<file path="src/rtl/operand_writeback_if.sv">
// Writeback request channel between the execute stage and operand_writeback.
// The master issues a retiring instruction's operand write; the slave reports ready/done.
interface operand_writeback_if;
   logic        wb_valid;
   logic        wb_ready;
   logic [34:0] wb_desc;
   logic [2:0]  wb_dest_reg;
   logic        wb_byte;
   logic        wb_nowrite;
   logic [15:0] wb_result;
   logic [15:0] wb_pc;
   logic        wb_done;

   modport master (
      output wb_valid, wb_desc, wb_dest_reg, wb_byte, wb_nowrite, wb_result, wb_pc,
      input  wb_ready, wb_done
   );

   modport slave (
      input  wb_valid, wb_desc, wb_dest_reg, wb_byte, wb_nowrite, wb_result, wb_pc,
      output wb_ready, wb_done
   );
endinterface

</file>
<file path="src/rtl/operand_writeback.sv">
// Retires one instruction: writes its result to a register or big-endian memory,
// then updates the PC and pulses wb_done. All outputs come straight from flops.
//
// state  | meaning
// IDLE   | wb_ready=1, waiting for a request
// REG_WR | one-cycle register-file write
// MEM_HI | high byte to EA, held until mem_ack
// MEM_LO | low byte to EA+1 (word) or EA (byte), held until mem_ack
// PC_UPD | one-cycle PC update and wb_done pulse
module operand_writeback (
   input  logic                      clk,
   input  logic                      reset,
   operand_writeback_if.slave        wb,
   output logic                      reg_we,
   output logic [2:0]                reg_waddr,
   output logic [15:0]               reg_wdata,
   output logic [1:0]                reg_be,
   output logic                      mem_we,
   output logic [15:0]               mem_addr,
   output logic [7:0]                mem_wdata,
   input  logic                      mem_ack,
   output logic                      pc_we,
   output logic [15:0]               pc_next
);

   typedef enum logic [2:0] {IDLE, REG_WR, MEM_HI, MEM_LO, PC_UPD} state_t;

   state_t      state, state_next;
   logic        ready_q, done_q;
   logic        accept;

   logic [15:0] lat_ea, lat_result, lat_pc;
   logic [2:0]  lat_dest;
   logic        lat_byte, lat_pc4;

   logic [15:0] n_ea, n_result, n_pc;
   logic [2:0]  n_dest;
   logic        n_byte, n_pc4;

   logic        reg_we_n, mem_we_n, pc_we_n, done_n, ready_n;
   logic [2:0]  reg_waddr_n;
   logic [15:0] reg_wdata_n, mem_addr_n, pc_next_n;
   logic [1:0]  reg_be_n;
   logic [7:0]  mem_wdata_n;

   // PC-relative flag and the low descriptor half carry nothing for this stage.
   logic        desc_unused;
   assign desc_unused = ^{wb.wb_desc[34], wb.wb_desc[15:0]};

   assign accept      = wb.wb_valid && ready_q;
   assign wb.wb_ready = ready_q;
   assign wb.wb_done  = done_q;

   always_comb begin
      state_next  = state;
      n_ea        = lat_ea;
      n_result    = lat_result;
      n_pc        = lat_pc;
      n_dest      = lat_dest;
      n_byte      = lat_byte;
      n_pc4       = lat_pc4;
      reg_we_n    = 1'b0;
      reg_waddr_n = 3'd0;
      reg_wdata_n = 16'h0000;
      reg_be_n    = 2'b00;
      mem_we_n    = 1'b0;
      mem_addr_n  = 16'h0000;
      mem_wdata_n = 8'h00;
      pc_we_n     = 1'b0;
      pc_next_n   = 16'h0000;
      done_n      = 1'b0;
      ready_n     = 1'b0;

      if (accept) begin
         n_ea     = wb.wb_desc[31:16];
         n_pc4    = wb.wb_desc[33];
         n_result = wb.wb_result;
         n_pc     = wb.wb_pc;
         n_dest   = wb.wb_dest_reg;
         n_byte   = wb.wb_byte;
      end

      case (state)
         IDLE: begin
            if (accept) begin
               if (wb.wb_nowrite)        state_next = PC_UPD;
               else if (!wb.wb_desc[32]) state_next = REG_WR;
               else if (wb.wb_byte)      state_next = MEM_LO;
               else                      state_next = MEM_HI;
            end
         end
         REG_WR:  state_next = PC_UPD;
         MEM_HI:  if (mem_ack) state_next = MEM_LO;
         MEM_LO:  if (mem_ack) state_next = PC_UPD;
         PC_UPD:  state_next = IDLE;
         default: state_next = IDLE;
      endcase

      // Outputs are decoded from the state being entered so they register with it.
      case (state_next)
         IDLE: ready_n = 1'b1;
         REG_WR: begin
            reg_we_n    = 1'b1;
            reg_waddr_n = n_dest;
            reg_wdata_n = n_byte ? {8'h00, n_result[7:0]} : n_result;
            reg_be_n    = n_byte ? 2'b01 : 2'b11;
         end
         MEM_HI: begin
            mem_we_n    = 1'b1;
            mem_addr_n  = n_ea;
            mem_wdata_n = n_result[15:8];
         end
         MEM_LO: begin
            mem_we_n    = 1'b1;
            mem_addr_n  = n_byte ? n_ea : n_ea + 16'd1;
            mem_wdata_n = n_result[7:0];
         end
         PC_UPD: begin
            pc_we_n   = 1'b1;
            done_n    = 1'b1;
            pc_next_n = n_pc + (n_pc4 ? 16'd4 : 16'd2);
         end
         default: ready_n = 1'b0;
      endcase
   end

   always_ff @(posedge clk) begin
      if (reset) begin
         state      <= IDLE;
         ready_q    <= 1'b1;
         done_q     <= 1'b0;
         lat_ea     <= 16'h0000;
         lat_result <= 16'h0000;
         lat_pc     <= 16'h0000;
         lat_dest   <= 3'd0;
         lat_byte   <= 1'b0;
         lat_pc4    <= 1'b0;
         reg_we     <= 1'b0;
         reg_waddr  <= 3'd0;
         reg_wdata  <= 16'h0000;
         reg_be     <= 2'b00;
         mem_we     <= 1'b0;
         mem_addr   <= 16'h0000;
         mem_wdata  <= 8'h00;
         pc_we      <= 1'b0;
         pc_next    <= 16'h0000;
      end else begin
         state      <= state_next;
         ready_q    <= ready_n;
         done_q     <= done_n;
         lat_ea     <= n_ea;
         lat_result <= n_result;
         lat_pc     <= n_pc;
         lat_dest   <= n_dest;
         lat_byte   <= n_byte;
         lat_pc4    <= n_pc4;
         reg_we     <= reg_we_n;
         reg_waddr  <= reg_waddr_n;
         reg_wdata  <= reg_wdata_n;
         reg_be     <= reg_be_n;
         mem_we     <= mem_we_n;
         mem_addr   <= mem_addr_n;
         mem_wdata  <= mem_wdata_n;
         pc_we      <= pc_we_n;
         pc_next    <= pc_next_n;
      end
   end

endmodule

</file>
<file path="src/flat_wrapper.sv">
// flat-port wrapper written by rule: the top's interface ports become plain ports
module operand_writeback_flat 
  (clk, reset, reg_we, reg_waddr, reg_wdata, reg_be, mem_we, mem_addr, mem_wdata, mem_ack, pc_we, pc_next, wb_wb_valid, wb_wb_desc, wb_wb_dest_reg, wb_wb_byte, wb_wb_nowrite, wb_wb_result, wb_wb_pc, wb_wb_ready, wb_wb_done);
  operand_writeback_if wb_i ();
  input  logic clk;
  input  logic reset;
  output logic reg_we;
  output logic [2:0] reg_waddr;
  output logic [15:0] reg_wdata;
  output logic [1:0] reg_be;
  output logic mem_we;
  output logic [15:0] mem_addr;
  output logic [7:0] mem_wdata;
  input  logic mem_ack;
  output logic pc_we;
  output logic [15:0] pc_next;
  input wire logic [$bits(wb_i.wb_valid)-1:0] wb_wb_valid;
  input wire logic [$bits(wb_i.wb_desc)-1:0] wb_wb_desc;
  input wire logic [$bits(wb_i.wb_dest_reg)-1:0] wb_wb_dest_reg;
  input wire logic [$bits(wb_i.wb_byte)-1:0] wb_wb_byte;
  input wire logic [$bits(wb_i.wb_nowrite)-1:0] wb_wb_nowrite;
  input wire logic [$bits(wb_i.wb_result)-1:0] wb_wb_result;
  input wire logic [$bits(wb_i.wb_pc)-1:0] wb_wb_pc;
  output wire logic [$bits(wb_i.wb_ready)-1:0] wb_wb_ready;
  output wire logic [$bits(wb_i.wb_done)-1:0] wb_wb_done;
  assign wb_i.wb_valid = wb_wb_valid;
  assign wb_i.wb_desc = wb_wb_desc;
  assign wb_i.wb_dest_reg = wb_wb_dest_reg;
  assign wb_i.wb_byte = wb_wb_byte;
  assign wb_i.wb_nowrite = wb_wb_nowrite;
  assign wb_i.wb_result = wb_wb_result;
  assign wb_i.wb_pc = wb_wb_pc;
  assign wb_wb_ready = wb_i.wb_ready;
  assign wb_wb_done = wb_i.wb_done;
  operand_writeback u_core (.clk(clk), .reset(reset), .wb(wb_i), .reg_we(reg_we), .reg_waddr(reg_waddr), .reg_wdata(reg_wdata), .reg_be(reg_be), .mem_we(mem_we), .mem_addr(mem_addr), .mem_wdata(mem_wdata), .mem_ack(mem_ack), .pc_we(pc_we), .pc_next(pc_next));
endmodule
</file>
<file path="config.mk">
export PLATFORM = sky130hd
export DESIGN_NAME = operand_writeback_flat
export DESIGN_NICKNAME = d
export VERILOG_FILES = /design/src/rtl/operand_writeback_if.sv /design/src/rtl/operand_writeback.sv /design/src/flat_wrapper.sv
export SDC_FILE = /design/constraint.sdc
export NUM_CORES = 1
export LEC_CHECK = 0
export CAP_MARGIN = 20
export CORE_MARGIN = 2
export CORE_UTILIZATION = 45
export DETAILED_ROUTE_END_ITERATION = 6
export GPL_ROUTABILITY_DRIVEN = 0
export PLACE_DENSITY = 0.85
export SYNTH_ARGS = -nofsm -noshare
export SYNTH_HDL_FRONTEND = slang
export SYNTH_SLANG_ARGS = --single-unit
</file>
<file path="constraint.sdc">
create_clock -name clk -period 9.15 [get_ports clk]
set_clock_uncertainty 0.05 [all_clocks]
set_input_delay 1.83 -clock clk [delete_from_list [all_inputs] [get_ports clk]]
set_output_delay 1.83 -clock clk [all_outputs]
set_load 0.005 [all_outputs]
</file>
==> Yosys cells after proc, flatten, opt, wreduce, memory -nomap -nowiden <==
Index checks and enable logic that the tools add are counted.
{ "classes": {"n_eq_ne": 7, "reduce_logical": 7, "muxes": 22, "bitwise": 2, "add_sub_neg": 2} }
{ "ops": {"columns": ["op", "count"], "rows": [
  ["16-bit 2-to-1 mux", 4],
  ["16-bit one-hot mux with 2 select lines", 1],
  ["3-bit 2-to-1 mux", 7],
  ["16-bit by 1-bit adder with 16-bit output (second input constant)", 1],
  ["16-bit adder", 1],
  ["8-bit one-hot mux with 2 select lines", 1],
  ["3-bit by 2-bit equality test with 1-bit output (second input constant)", 4],
  ["3-bit one-hot mux with 4 select lines", 1],
  ["1-bit 2-to-1 mux", 7],
  ["3-bit by 1-bit equality test with 1-bit output (second input constant)", 2],
  ["3-bit logical NOT", 2],
  ["2-bit OR reduction", 3],
  ["3-bit equality test (second input constant)", 1],
  ["3-bit OR reduction", 1],
  ["2-bit 2-to-1 mux", 1],
  ["1-bit inverter", 2],
  ["1-bit logical AND", 1]
]} }
{ "word_totals": {"inputBits": 76, "elab_cells": 58, "regBits": 121, "out_inout_bits": 66} }

==> Depth between registers and ports, before layout <==
{ "depth": {"depth_word": 8, "ltp_mapped": 12, "depth_no_buf": 9} }

==> Least setup slack after synthesis <==
Ideal clock, no wire load.
{ "synth_path": {"path_kind": "input to register", "startpoint": "input wb_wb_valid", "endpoint": "register u_core.pc_next[10]", "cell_stages": 12, "setup_time_ns": 0.078, "t_arrival_ns": 4.119, "slack_ns": 4.903, "path_buffers": 3, "cell_sequence": "nand2_1 buf_2 buf_2 buf_2 mux2i_1 inv_1 ha_1 a21oi_1 a21oi_1 nand2_1 o31a_1 nor3_1"} }
{ "synth_between": {"word_cells_on_any_way": 10, "classes_between": "add/sub: 1; eq/ne: 1; mux: 5; bitwise: 1; reduce/logical: 2"} }
{ "synth_rtl": {"columns": ["item", "line", "source"], "rows": [
  ["start, declared", "flat_wrapper.sv:17", "input wire logic [$bits(wb_i.wb_valid)-1:0] wb_wb_valid;"],
  ["1-bit logical AND", "operand_writeback.sv:50", "assign accept = wb.wb_valid && ready_q;"],
  ["1-bit 2-to-1 mux", "operand_writeback.sv:74", "if (accept) begin"],
  ["via u_core.n_pc4", "operand_writeback.sv:38", "logic n_byte, n_pc4;"],
  ["3-bit 2-to-1 mux", "operand_writeback.sv:121", "pc_next_n = n_pc + (n_pc4 ? 16'd4 : 16'd2);"],
  ["16-bit adder", "operand_writeback.sv:121", null],
  ["end signal, assigned", "operand_writeback.sv:165", "pc_next <= pc_next_n;"],
  ["end, declared", "operand_writeback.sv:23", "output logic [15:0] pc_next"]
]} }
The timed path passes the listed nets, and every way through them passes these cells.
A chain may end at the register's enable or synchronous reset.

==> Final worst setup path <==
{ "layout_path": {"startpoint": "input wb_wb_valid", "endpoint": "register u_core.pc_next[15]"} }
{ "layout_between": {"word_cells_on_any_way": 10, "classes_between": "add/sub: 1; eq/ne: 1; mux: 5; bitwise: 1; reduce/logical: 2"} }
{ "layout_rtl": {"columns": ["item", "line", "source"], "rows": [
  ["1-bit logical AND", "operand_writeback.sv:50", null],
  ["16-bit 2-to-1 mux", "operand_writeback.sv:74", null],
  ["via u_core.n_pc[1]", "operand_writeback.sv:36", "logic [15:0] n_ea, n_result, n_pc;"],
  ["16-bit adder", "operand_writeback.sv:121", null]
]} }
The timed path passes the listed nets, and every way through them passes these cells.

==> results.md <==
* Outcome: completed
* Share of the synthesized area in the top cell type at 0.519
* Pwr dens at 218 nW/um2
* Most frequent cells in the layout: clkdlybuf4s50_1 (123), dfxtp_1 (121), nor2_1 (82)
* Mapped Area at 4660 um2
* Max_cap viols at 0
* Util after Layout at 0.644
* Worst hold path class: register to register
* DRC viols at 0
* Area Overhead vs Synth at 40.6%
* Clock sink total at 121
* Die W at 106 um
* Routed len/inst at 15.5 um
* Clock slew at reported path FFs at 0.05 ns
* Die Height at 106 um
* #FFs+latches synth at 121
* Critical path class: primary input to register
* CP required at 9.52 ns
* Period utilisation layout at 0.509
* Critical Path Start Type: primary input
* Peak VDD IR at 0.000118 V
* Syn. warnings at 0
* Final setup TNS at 0 ns
* Rows at 37
* Pin count of the biggest net entering global routing at 56
* IO buf count at 124
* Peak Freq at 215 MHz
* Hold Buf Count CTS at 0
* Worst-Skew Late Latency at 0.49 ns
* CP max stage delay at 0.96 ns
* Top delay family on crit path: simple AND/OR/NAND/NOR gates
* Library cells used by synthesis at 53
* Final HPWL DP at 8.05 mm
* CTS Buf Count at 17
* Pre-antenna DRT Iters at 5
* Crit path DAT at 5.03 ns
* Top cells by area, synth: dfxtp_1 (52%), mux2i_1 (10%), nor2_1 (6.6%)
* Synth Instances at 494
* Grt ovf at 0
* Slew Viols, Final at 0
* N_diodes at 0
* CTS max path bufs at 2
* CTS tree: built
* Crit end category: register
* Layout cells sized above 1 at 0.0764
* Leading area contributor after synthesis: dfxtp_1
* Crit path buf inv count at 1
* CP max FO at 40
* Average instance area after synthesis at 9.44 um2
* Crit path time final at 4.66 ns
* Initial DRC Count at 193
* CTS resizes at 0
* Max_slew headroom at 0.493
* DIE AREA at 11200 um2
* Fin. Hold Viols at 0
* Clock Tree Root: clkbuf_8
* Global-route wire length before repair at 19.6 mm
* Cell Chain, Critical Path: clkdlybuf4s50_1, and2_4, nand2_1, nand2_1, ha_1, fa_1, o21ai_1, nor4_1, mux2i_1
* Total core area at 10200 um2
* CP max-delay cell: clkdlybuf4s50_1
* Ports at 142
* RSZ-0062 raised after global routing: no
* DR vias at 4015
* Vias/cell at 5.26
* Initial antenna violation count at 0
* Final wirelength at 11.9 mm
* Vias in the first global route at 4158
* DRT antenna net count at 0
* CP most frequent cell: nand2_1
* Setup-failing EPs final at 0
* Synth async-reset ratio at 0
* H-tree levels at 4
* Leading cell type in the layout, fill and taps excluded: clkdlybuf4s50_1
* P_leak at 2.69 nW
* Initial Utilization at 0.458
* Actual slew at the worst max-slew pin at 0.758 ns
* Post-CTS setup buffers at 0
* Seq/Total Area, Yosys at 0.519
* Syn nets at 574
* Gr usage total at 0.218
* Number of synthesized flops with an enable pin at 0
* Fin nets at 695
* Synth Flop Type: dfxtp_1
[where the power goes]
part	leakage, nW	switching (mW)	total, mW	internal [mW]
Clock	0.283	0.232	0.660	0.428
Combinational	1.42	0.102	0.193	0.0909
Sequential	0.987	0.0160	0.574	0.557
Total	2.69	0.351	1.43	1.08
[layer usage]
layer	up-vias	share of wire	track usage
li1	1935	-	-
met1	1905	0.41	0.249
met2	161	0.48	0.371
met3	14	0.091	0.0829
met4	0	0.012	0.0799
met5	-	0	0
[through the flow]
| step | instance area (um2) | setup WS, ns | total power [mW] | hold slack (ns) | cells |
|---|---|---|---|---|---|
| floorplan | 4660 | 4.90 | 0.700 | 0.394 | 494 |
| global placement | 5960 | 4.11 | 0.766 | 0.402 | 732 |
| detailed placement | 5960 | 4.11 | 0.776 | 0.419 | 732 |
| CTS | 6560 | 4.60 | 1.44 | 0.427 | 764 |
| global route | 6560 | 4.29 | 1.48 | 0.459 | 764 |
| finish | 6560 | 4.49 | 1.43 | 0.423 | 764 |
[worst reg2reg max path, stage by stage (launching register included)]
cell and delay (ns):
dfxtp_1 0.79, and2_4 0.67, nand2_1 0.16, nand2_1 0.09, ha_1 0.17, fa_1 0.27, o21ai_1 0.20, nor4_1 0.45
mux2i_1 0.24
[worst paths after layout]
check,start,end,slack (ns),cells after the start
setup / recovery,wb_wb_valid,u_core.pc_next[15],4.49,9
hold / removal,u_core.lat_pc[1],u_core.lat_pc[1],0.42,2
setup reg to reg,u_core.wb.wb_ready,u_core.pc_next[15],6.00,8
hold reg to reg,u_core.lat_pc[1],u_core.lat_pc[1],0.42,2
[final cells by class]
| class | instances | area (um2) |
|---|---|---|
| Fill cell | 785 | 3630 |
| Sequential cell | 121 | 2420 |
| Multi-Input combinational cell | 337 | 2070 |
| Timing Repair Buffer | 127 | 1260 |
| Clock buffer | 20 | 445 |
| Tap cell | 136 | 170 |
| Clock inverter | 12 | 149 |
| Inverter | 11 | 41.3 |
[synthesized netlist by cell type, types with 5 or more instances]
library cell / number
nor2b_1: 6
nor4_1: 8
nand3_1: 8
dfxtp_1: 121
nor2_1: 82
nand2_1: 53
nand2b_1: 5
nor3b_1: 5
and3_1: 13
xnor2_1: 8
buf_2: 9
o21ai_1: 6
mux2i_1: 47
a21oi_1: 11
inv_1: 10
nand4_1: 10
nor3_1: 14
clkbuf_1: 11
[sequential cells by signal, indices dropped and copies added, names as in the netlist, 8 cells and up]
register           count
u_core.pc_next        16
u_core.mem_wdata       8
u_core.lat_result     16
u_core.reg_wdata      16
u_core.lat_pc         16
u_core.lat_ea         16
u_core.mem_addr       16
[kinds of logic after synthesis]
family                   share of synthesized area
AO/OA/AOI/OAI                               0.0703
buffers and inverters                       0.0370
adder cells (fa/ha/maj)                     0.0123
multiplexers                                 0.108
flip-flops                                   0.519
AND/OR/NAND/NOR                              0.230
XOR/XNOR                                    0.0225
Note: power is estimated with default switching activity, not from simulation.
